[src/rtl/multi_row_camera_ctrl_if.sv]
// Control and status bundle between a frame sequencer (master) and the camera controller (slave).
// The _i/_o suffixes are named from the controller's point of view.
interface multi_row_camera_ctrl_if #(
   parameter int NUM_ROWS = 2,
   parameter int EXP_W    = 5
);
   logic                init_i;
   logic                expInc_i;
   logic                expDec_i;
   logic                continuous_i;
   logic [NUM_ROWS-1:0] nre_o;
   logic                adc_o;
   logic                expose_o;
   logic                erase_o;
   logic                busy_o;
   logic                frameDone_o;
   logic [EXP_W-1:0]    expTime_o;

   modport master (
      output init_i, expInc_i, expDec_i, continuous_i,
      input  nre_o, adc_o, expose_o, erase_o, busy_o, frameDone_o, expTime_o
   );

   modport slave (
      input  init_i, expInc_i, expDec_i, continuous_i,
      output nre_o, adc_o, expose_o, erase_o, busy_o, frameDone_o, expTime_o
   );
endinterface

[src/rtl/multi_row_camera_ctrl.sv]
// Multi-row camera sequencer: erase, expose, then read each amplifier row with an optional gap.
// Every output is registered and reflects the state entered on the same clock edge.
module multi_row_camera_ctrl #(
   parameter int NUM_ROWS   = 2,
   parameter int EXP_W      = 5,
   parameter int EXP_MIN    = 2,
   parameter int EXP_MAX    = 30,
   parameter int EXP_RESET  = 15,
   parameter int ADC_CYCLES = 5,
   parameter int GAP_CYCLES = 1
) (
   input logic                    clk,
   input logic                    reset,
   multi_row_camera_ctrl_if.slave bus
);

   localparam int CNT_MAX_A = (EXP_MAX > ADC_CYCLES) ? EXP_MAX : ADC_CYCLES;
   localparam int CNT_MAX   = (CNT_MAX_A > GAP_CYCLES) ? CNT_MAX_A : GAP_CYCLES;
   localparam int CNT_W     = (CNT_MAX > 1) ? $clog2(CNT_MAX) : 1;
   localparam int ROW_W     = (NUM_ROWS > 1) ? $clog2(NUM_ROWS) : 1;

   localparam logic [EXP_W-1:0] EXP_MIN_V   = EXP_W'(EXP_MIN);
   localparam logic [EXP_W-1:0] EXP_MAX_V   = EXP_W'(EXP_MAX);
   localparam logic [EXP_W-1:0] EXP_RESET_V = EXP_W'(EXP_RESET);
   localparam logic [CNT_W-1:0] ADC_LAST    = CNT_W'(ADC_CYCLES - 1);
   localparam logic [CNT_W-1:0] GAP_LAST    = CNT_W'(GAP_CYCLES - 1);
   localparam logic [ROW_W-1:0] LAST_ROW    = ROW_W'(NUM_ROWS - 1);

   typedef enum logic [2:0] {
      IDLE,
      EXPOSE,
      READ,
      GAP,
      DONE
   } state_e;

   state_e              state_q,     state_d;
   logic [CNT_W-1:0]    cnt_q,       cnt_d;
   logic [ROW_W-1:0]    row_q,       row_d;
   logic [EXP_W-1:0]    expTime_q,   expTime_d;
   logic [EXP_W-1:0]    expLat_q,    expLat_d;
   logic [NUM_ROWS-1:0] nre_q,       nre_d;
   logic                adc_q,       adc_d;
   logic                expose_q,    expose_d;
   logic                erase_q,     erase_d;
   logic                busy_q,      busy_d;
   logic                frameDone_q, frameDone_d;
   logic [CNT_W-1:0]    exposeLast;

   // The cycle counter counts 0..duration-1 within each timed state, so the
   // exposure ends when it reaches the latched exposure time minus one.
   assign exposeLast = CNT_W'(expLat_q - EXP_W'(1));

   // Next-state logic; the output values are derived from the state being
   // entered so the registered outputs line up with the state register.
   always_comb begin
      state_d   = state_q;
      cnt_d     = cnt_q;
      row_d     = row_q;
      expTime_d = expTime_q;
      expLat_d  = expLat_q;

      case (state_q)
         IDLE: begin
            if (bus.init_i) begin
               state_d  = EXPOSE;
               cnt_d    = '0;
               row_d    = '0;
               expLat_d = expTime_q;
            end else if (bus.expInc_i && !bus.expDec_i) begin
               if (expTime_q < EXP_MAX_V) begin
                  expTime_d = expTime_q + EXP_W'(1);
               end
            end else if (bus.expDec_i && !bus.expInc_i) begin
               if (expTime_q > EXP_MIN_V) begin
                  expTime_d = expTime_q - EXP_W'(1);
               end
            end
         end

         EXPOSE: begin
            if (cnt_q == exposeLast) begin
               state_d = READ;
               cnt_d   = '0;
               row_d   = '0;
            end else begin
               cnt_d = cnt_q + CNT_W'(1);
            end
         end

         // With no gap configured, rows are read back to back without leaving READ.
         READ: begin
            if (cnt_q == ADC_LAST) begin
               cnt_d = '0;
               if (GAP_CYCLES > 0) begin
                  state_d = GAP;
               end else if (row_q == LAST_ROW) begin
                  state_d = DONE;
               end else begin
                  row_d = row_q + ROW_W'(1);
               end
            end else begin
               cnt_d = cnt_q + CNT_W'(1);
            end
         end

         GAP: begin
            if (cnt_q == GAP_LAST) begin
               cnt_d = '0;
               if (row_q == LAST_ROW) begin
                  state_d = DONE;
               end else begin
                  state_d = READ;
                  row_d   = row_q + ROW_W'(1);
               end
            end else begin
               cnt_d = cnt_q + CNT_W'(1);
            end
         end

         DONE: begin
            cnt_d = '0;
            row_d = '0;
            if (bus.continuous_i) begin
               state_d  = EXPOSE;
               expLat_d = expTime_q;
            end else begin
               state_d = IDLE;
            end
         end

         default: begin
            state_d = IDLE;
            cnt_d   = '0;
            row_d   = '0;
         end
      endcase

      nre_d = '1;
      for (int i = 0; i < NUM_ROWS; i++) begin
         nre_d[i] = !((state_d == READ) && (row_d == ROW_W'(i)));
      end
      adc_d       = (state_d == READ);
      expose_d    = (state_d == EXPOSE);
      erase_d     = (state_d == IDLE) || (state_d == DONE);
      busy_d      = (state_d != IDLE);
      frameDone_d = (state_d == DONE);
   end

   // State, counters and output registers; reset abandons any frame in progress.
   always_ff @(posedge clk) begin
      if (!reset) begin
         state_q     <= IDLE;
         cnt_q       <= '0;
         row_q       <= '0;
         expTime_q   <= EXP_RESET_V;
         expLat_q    <= EXP_RESET_V;
         nre_q       <= '1;
         adc_q       <= 1'b0;
         expose_q    <= 1'b0;
         erase_q     <= 1'b1;
         busy_q      <= 1'b0;
         frameDone_q <= 1'b0;
      end else begin
         state_q     <= state_d;
         cnt_q       <= cnt_d;
         row_q       <= row_d;
         expTime_q   <= expTime_d;
         expLat_q    <= expLat_d;
         nre_q       <= nre_d;
         adc_q       <= adc_d;
         expose_q    <= expose_d;
         erase_q     <= erase_d;
         busy_q      <= busy_d;
         frameDone_q <= frameDone_d;
      end
   end

   assign bus.nre_o       = nre_q;
   assign bus.adc_o       = adc_q;
   assign bus.expose_o    = expose_q;
   assign bus.erase_o     = erase_q;
   assign bus.busy_o      = busy_q;
   assign bus.frameDone_o = frameDone_q;
   assign bus.expTime_o   = expTime_q;

endmodule

[src/flat_wrapper.sv]
// flat-port wrapper written by rule: the top's interface ports become plain ports
module multi_row_camera_ctrl_flat 
#(
   parameter int NUM_ROWS   = 2,
   parameter int EXP_W      = 5,
   parameter int EXP_MIN    = 2,
   parameter int EXP_MAX    = 30,
   parameter int EXP_RESET  = 15,
   parameter int ADC_CYCLES = 5,
   parameter int GAP_CYCLES = 1
)
  (clk, reset, bus_init_i, bus_expInc_i, bus_expDec_i, bus_continuous_i, bus_nre_o, bus_adc_o, bus_expose_o, bus_erase_o, bus_busy_o, bus_frameDone_o, bus_expTime_o);
  multi_row_camera_ctrl_if #(.NUM_ROWS(NUM_ROWS), .EXP_W(EXP_W)) bus_i ();
  input logic clk;
  input logic reset;
  input wire logic [$bits(bus_i.init_i)-1:0] bus_init_i;
  input wire logic [$bits(bus_i.expInc_i)-1:0] bus_expInc_i;
  input wire logic [$bits(bus_i.expDec_i)-1:0] bus_expDec_i;
  input wire logic [$bits(bus_i.continuous_i)-1:0] bus_continuous_i;
  output wire logic [$bits(bus_i.nre_o)-1:0] bus_nre_o;
  output wire logic [$bits(bus_i.adc_o)-1:0] bus_adc_o;
  output wire logic [$bits(bus_i.expose_o)-1:0] bus_expose_o;
  output wire logic [$bits(bus_i.erase_o)-1:0] bus_erase_o;
  output wire logic [$bits(bus_i.busy_o)-1:0] bus_busy_o;
  output wire logic [$bits(bus_i.frameDone_o)-1:0] bus_frameDone_o;
  output wire logic [$bits(bus_i.expTime_o)-1:0] bus_expTime_o;
  assign bus_i.init_i = bus_init_i;
  assign bus_i.expInc_i = bus_expInc_i;
  assign bus_i.expDec_i = bus_expDec_i;
  assign bus_i.continuous_i = bus_continuous_i;
  assign bus_nre_o = bus_i.nre_o;
  assign bus_adc_o = bus_i.adc_o;
  assign bus_expose_o = bus_i.expose_o;
  assign bus_erase_o = bus_i.erase_o;
  assign bus_busy_o = bus_i.busy_o;
  assign bus_frameDone_o = bus_i.frameDone_o;
  assign bus_expTime_o = bus_i.expTime_o;
  multi_row_camera_ctrl #(.NUM_ROWS(NUM_ROWS), .EXP_W(EXP_W), .EXP_MIN(EXP_MIN), .EXP_MAX(EXP_MAX), .EXP_RESET(EXP_RESET), .ADC_CYCLES(ADC_CYCLES), .GAP_CYCLES(GAP_CYCLES)) u_core (.clk(clk), .reset(reset), .bus(bus_i));
endmodule
[config.mk]
export PLATFORM = sky130hd
export DESIGN_NAME = multi_row_camera_ctrl_flat
export DESIGN_NICKNAME = d
export VERILOG_FILES = /design/src/rtl/multi_row_camera_ctrl_if.sv /design/src/rtl/multi_row_camera_ctrl.sv /design/src/flat_wrapper.sv
export SDC_FILE = /design/constraint.sdc
export NUM_CORES = 1
export LEC_CHECK = 0
export ABC_CLOCK_PERIOD_IN_PS = 3200
export CORE_MARGIN = 2
export CORE_UTILIZATION = 50
export DETAILED_ROUTE_END_ITERATION = 16
export HOLD_SLACK_MARGIN = 0.12
export PLACE_DENSITY = 0.74
export SLEW_MARGIN = 10
export SYNTH_ARGS = -nofsm -noshare
export SYNTH_HDL_FRONTEND = slang
export SYNTH_SLANG_ARGS = --single-unit
[constraint.sdc]
create_clock -name clk -period 3.2 [get_ports clk]
set_clock_uncertainty 0.2 [all_clocks]
set_input_delay 0.8 -clock clk [delete_from_list [all_inputs] [get_ports clk]]
set_output_delay 0.8 -clock clk [all_outputs]
set_load 0.02 [all_outputs]
# ---- After elaboration in Yosys (flattened, before gate mapping)
# Index checks and enable logic that the tools add are counted.
dict set report totals {
  register_bits 26
  latch_bits 0
  mem_bits_rw 0
  rom_bits 0
  input_bits 6
  word_cells 74
  mem_count 0
}
dict set report op_classes {
  n_addsub 5
  n_mul 0
  div_mod_pow 0
  magnitude_cmp 2
  eq_ne 12
  n_shift 0
  muxes 24
  n_bitwise 2
  reduce_logical 18
}
# cell count
set op_table {}
lappend op_table {{two-way mux 5 bit} 10}
lappend op_table {{case mux 5 bit (4 select lines)} 1}
lappend op_table {{two-way mux 3 bit} 5}
lappend op_table {{case mux 3 bit (5 select lines)} 1}
lappend op_table {{adder 5 x 1 -> 5 bit, second input constant} 2}
lappend op_table {{case mux 5 bit (2 select lines)} 1}
lappend op_table {{subtractor 5 x 1 -> 5 bit, second input constant} 2}
lappend op_table {{== test 3 x 2 -> 1 bit, second input constant} 3}
lappend op_table {{== test 3 x 1 -> 1 bit, second input constant} 2}
lappend op_table {{== test 3 bit, second input constant} 2}
lappend op_table {{zero test 3 bit} 2}
lappend op_table {{inequality test 2 bit, second input constant} 3}
lappend op_table {{nonzero test 2 bit} 3}
lappend op_table {{== test 5 x 3 -> 1 bit, second input constant} 1}
lappend op_table {{== test 5 bit} 1}
lappend op_table {{greater-than comparator 5 x 2 -> 1 bit, second input constant} 1}
lappend op_table {{zero test 5 bit} 1}
lappend op_table {{less-than comparator 5 bit, second input constant} 1}
lappend op_table {{two-way mux 1 bit} 5}
lappend op_table {{AND reduction 5 bit} 1}
lappend op_table {{logical AND 1 bit} 4}
lappend op_table {{zero test 1 bit} 4}
lappend op_table {{case mux 1 bit (4 select lines)} 1}
lappend op_table {{AND reduction 3 bit} 1}
lappend op_table {{4 further kinds} 5}

# ---- Depth between registers and ports, before layout
# Gate-level depths: netlist (run 1).
dict set report logic_depth {
  word_depth 7
  mapped_depth 9
  ltp_nobuf 9
}

# ---- Least setup slack after synthesis (run 1)
# OpenSTA, ideal clock, no wires.
dict set report synth_path {
  path_type {input -> register}
  start {in bus_expDec_i}
  end {reg u_core.expTime_q[4] (netlist: u_core.bus.expTime_o[4])}
  arrival_ns 2.332
  t_required_ns 2.930
  setup_slack_ns 0.598
  path_stages 9
  n_path_buf 0
  cell_sequence {inv_1 -> ha_1 -> inv_1 -> fa_1 -> a21o_1 -> a21oi_1 -> xnor2_1 -> or3_1 -> a21oi_1}
}
dict set report synth_via {
  elab_chain_cells 4
  elab_cells_between_ends 8
}
# element line
set synth_lines {}
lappend synth_lines {{start: declaration} flat_wrapper.sv:18} ;# input wire logic [$bits(bus_i.expDec_i)-1:0] bus_expDec_i;
lappend synth_lines {{zero test 1 bit} multi_row_camera_ctrl.sv:70} ;# end else if (bus.expInc_i && !bus.expDec_i) begin
lappend synth_lines {{logical AND 1 bit} multi_row_camera_ctrl.sv:70}
lappend synth_lines {{inequality test 2 bit (no source line) or nonzero test 2 bit (tied branches)} --}
lappend synth_lines {{AND reduction 5 bit (no source line)} --}
lappend synth_lines {{end signal: assignment} multi_row_camera_ctrl.sv:168} ;# expTime_q <= expTime_d;
lappend synth_lines {{end: declaration} multi_row_camera_ctrl.sv:40} ;# logic [EXP_W-1:0] expTime_q, expTime_d;
# Several ways; a longest one is shown, not always the timed one.
# A chain may end at the register's enable or synchronous reset.

# ---- Final worst setup path (run 1)
dict set report layout_path {
  start {in bus_expInc_i}
  end {reg u_core.expTime_q[4] (netlist: u_core.bus.expTime_o[4])}
}
dict set report layout_via {
  elab_chain_cells 4
  elab_cells_between_ends 8
}
# element line
set layout_lines {}
lappend layout_lines {{start: declaration} flat_wrapper.sv:17} ;# input wire logic [$bits(bus_i.expInc_i)-1:0] bus_expInc_i;
lappend layout_lines {{zero test 1 bit} multi_row_camera_ctrl.sv:74} ;# end else if (bus.expDec_i && !bus.expInc_i) begin
lappend layout_lines {{logical AND 1 bit} multi_row_camera_ctrl.sv:74}
lappend layout_lines {{nonzero test 2 bit (no source line)} --}
lappend layout_lines {{AND reduction 5 bit (no source line)} --}
# Several ways; a longest one is shown, not always the timed one.

==> results.md, run 1 <==
* RD Place Congestion at ~0.8
* Reg area at 520.5 um^2
* # resized after CTS at 0
* Via-to-Cell Ratio at 5.592
* Worst skew pair latency at 0.32 ns
* Full die area at 3061 um^2
* Count of input and output buffers at 17
* Final setup vio count at 0
* Hold Crit Depth at 2
* RR Endpoint: u_core.bus.nre_o[1]$_SDFF_PN1_
* FP Rows at 18
* Reg2Reg Setup Slack at about 0.89 ns
* Status: finished, final reports clean
* CTS Root Cell: clkbuf_4
* Initial antenna violation count at 0
* CP delay by family, top: adder cells
* Global route overflow at 0
* Hold-fix buffer count after cts at 0
* Max-slew violations at 0
* Gr usage total at 0.1761
* Worst Hold Class: flip-flop to flip-flop
* Post-DRT Antenna Nets at 0
* Gate Count Post-Synth at 143
* Setup CP Type: primary input to flip-flop
* Final WS setup at 0.3503 ns
* RSZ-0062 raised after global routing: no
* Setup tns final at 0 ns
* Area Growth Syn to Fin at 18.61%
* CP Capture Type: flip-flop
* Async set-reset flop share out of synthesis at 0
* Clock sink total at 26
* Sw frac at 0.2542
* Post-synth top flop: dfxtp_1
* NetSw at 0.1774 mW
* IO Pins at 18
* Max Fclk at 350.9 MHz
* Maximum capacitance violations at 0
* HPWL after DPL at 2043 um
* Footprint of the multi-input gates at 752.0 um^2
* Worst VDD drop at around 0.3 mV
* Post-route cell area at 1563 um^2
* Worst Path Arrival at slightly below 3 ns
* Post-Layout Cell Count at 191
* Worst Tran Pin Value at 0.5857 ns
* Initial Util at 0.5318
* CP max stage cell: clkdlybuf4s50_1
* CP most frequent cell: a21oi_1
* Total CTS buffers at 3
* Worst slack, placed at -0.009930 ns
* Final Hold Viols at 0
* Comb pwr share at 0.174
* Worst r2r src: u_core.expLat_q[0]$_SDFFE_PN1P_
* Internal power at 0.5205 mW
* Synth Cell Area at 1318 um^2
* Placed cell count at roughly 190
* Largest cells by area after synthesis: dfxtp_1 40%, ha_1 6.6%, mux2i_1 5.3%, xor2_1 5.3%, nor2_1 4.0%
* Hold Slack at 0.3321 ns
* Final Power at 0.6979 mW
* Sequential share of the synthesized area at 0.3951
* Diode count at 0
* Max FO, Critical Path at 5
* Worst path cell trace: clkdlybuf4s50_1 > ha_1 > inv_1 > fa_1 > a21o_1 > a21oi_1 > xnor2_1 > or3_1 > a21oi_1
* Cell taking the most area after synthesis: dfxtp_1
* Min Clock Period, post-route at 2.850 ns
* Die X-Extent at 55.33 um
* Number of synthesized flops with an enable pin at 0
* Yosys top cell area share at 0.3951
* Post-CTS setup buffer count at 0
* Syn avg cell area at 9.213 um^2
* Core ar. at 2477 um^2
* Worst Hold End: u_core.expLat_q[1]$_SDFFE_PN1P_
* CP max stage delay at 0.45 ns
* Layout cells sized above 1 at 0.04969
* Seq pwr share at 0.509
* First drt pass iteration count at 4
* Leakage at 0.6610 nW
* Worst reg-to-reg path cell count at 8
* Vias after detailed routing at roughly 1100
* Die height at between 50 and 60 um
* Power Density at 446.6 nW/um^2
* Syn nets at 157
* Clock buffer depth at 2
* CTS tree: done
* Largest net degree at the start of global routing at 17
* CP bufs+invs at 2
* Drt drc at 0
* Hold_sp: u_core.expLat_q[1]$_SDFFE_PN1P_
* Synthesis-stage register bit count at 26
* Cell Area, Placed at 1510 um^2
* Vias in the first global route at 995
* H-tree levels at 1
* WL/cell at 13.74 um
* Post-synth cell types at just over 40
* Nets at 176
* Final Cycle Share at 0.8905
* Clock share of power at 0.317
* Startpoint Class: primary input
* Fill cell count at about 240
* First-pass GRT wire length at 4422 um
* Post-layout util at 0.6308
* Critical Path RT at around 3.3 ns
* Final wirelength at ~2600 um
* Rel. slew slack at 0.6087
* DR iter-0 viols at 25
* Syn. warnings at 0
* Clk pin slew, worst setup/hold paths at ~0.15 ns
tightest hold or removal path: cells and delay by family, from the launching register on:
family / cells / cell delay [ns]
multiplexers: 1 / 0.08
flip-flops: 1 / 0.38
AND/OR/NAND/NOR: 1 / 0.05
power groups by stage:
stage / combinational [mW] / clock (mW) / sequential (mW)
global route: 0.133 / 0.233 / 0.358
finish: 0.121 / 0.221 / 0.355
CTS: 0.122 / 0.226 / 0.355
global placement: 0.117 / 0 / 0.362
detailed placement: 0.121 / 0 / 0.362
floorplan: 0.0720 / 0 / 0.368
synth_stat cells (all sizes together) (2+ instances only):
| cell | number |
|---|---|
| a211oi | 2 |
| a21o | 4 |
| a21oi | 5 |
| a31oi | 3 |
| and3 | 4 |
| clkbuf | 2 |
| dfxtp | 26 |
| ha | 7 |
| inv | 8 |
| mux2i | 7 |
| nand2 | 12 |
| nand3b | 2 |
| nand4 | 3 |
| nor2 | 14 |
| nor3 | 2 |
| o211ai | 2 |
| o21ai | 7 |
| or3 | 3 |
| or4 | 2 |
| xnor2 | 5 |
| xor2 | 8 |
metal layers:
layer | share of wire | global-route usage | vias up
met5 | 0 | 0 | -
met2 | 0.45 | 0.2806 | 34
met1 | 0.50 | 0.2522 | 486
met4 | 0.0046 | 0.04530 | 0
li1 | - | - | 546
met3 | 0.046 | 0.02108 | 2
layout by cell type (no fill, tap or decap), types with 4 or more instances in the layout:
cell and count:
mux2i_1 7, a21oi_1 5, dfxtp_1 26, inv_1 8
and3_1 4, xor2_1 8, o21ai_1 4, nand2_1 12
clkdlybuf4s50_1 17, ha_1 7, nor2_1 14, a21o_1 4
xnor2_1 5
state kept, by name (all words and copies together) (netlist names):
register,cells
u_core.bus.adc_o,1
u_core.bus.nre_o,2
u_core.cnt_q,5
u_core.bus.expose_o,1
u_core.row_q,1
u_core.bus.expTime_o,5
u_core.expLat_q,5
u_core.bus.erase_o,1
u_core.state_q,3
u_core.bus.frameDone_o,1
u_core.bus.busy_o,1
worst max path at each step:
stage / end / depth (start not counted) / start
6_report: u_core.bus.expTime_o[4]$_SDFFE_PN0P_ / 9 / bus_expInc_i
4_1_cts: u_core.bus.expTime_o[4]$_SDFFE_PN0P_ / 9 / bus_expInc_i
2_1_floorplan: u_core.bus.expTime_o[4]$_SDFFE_PN0P_ / 9 / bus_expDec_i
3_5_place_dp: u_core.bus.expTime_o[4]$_SDFFE_PN0P_ / 9 / bus_expInc_i
3_3_place_gp: u_core.bus.expTime_o[4]$_SDFFE_PN0P_ / 10 / bus_expDec_i
5_1_grt: u_core.bus.expTime_o[4]$_SDFFE_PN0P_ / 10 / bus_expDec_i
kinds of logic (layout without fill, tap and decap cells):
kind of cell | count (synthesis) | after routing | share of synthesized area
simple gates | 49 | 49 | 0.2004
compound gates | 29 | 29 | 0.1491
flops | 26 | 26 | 0.3951
xor+xnor | 13 | 13 | 0.08642
buf+inv | 11 | 29 | 0.03419
fa+ha+maj | 8 | 8 | 0.08167
mux | 7 | 7 | 0.05318
layout make-up:
cell class | instances | area share
clock buffers | 3 | 0.01441
repair buffers | 17 | 0.1089
inverters | 8 | 0.01922
clock inverters | 1 | 0.01922
flip-flops and latches | 26 | 0.3331
well taps | 30 | 0.02402
multi-input cells | 106 | 0.4812
No activity file was read; power rests on OpenSTA's default activity.
==> inputs of run 2 (changes only) <==
--- a/config.mk
+++ b/config.mk
@@ -9,7 +9,7 @@
 export CORE_MARGIN = 2
 export CORE_UTILIZATION = 50
 export DETAILED_ROUTE_END_ITERATION = 16
-export HOLD_SLACK_MARGIN = 0.12
+export HOLD_SLACK_MARGIN = 0.08
 export PLACE_DENSITY = 0.74
 export SLEW_MARGIN = 10
 export SYNTH_ARGS = -nofsm -noshare
==> results of run 2 <==
No change in the layout: final DEF, timing and power equal those of run 1.
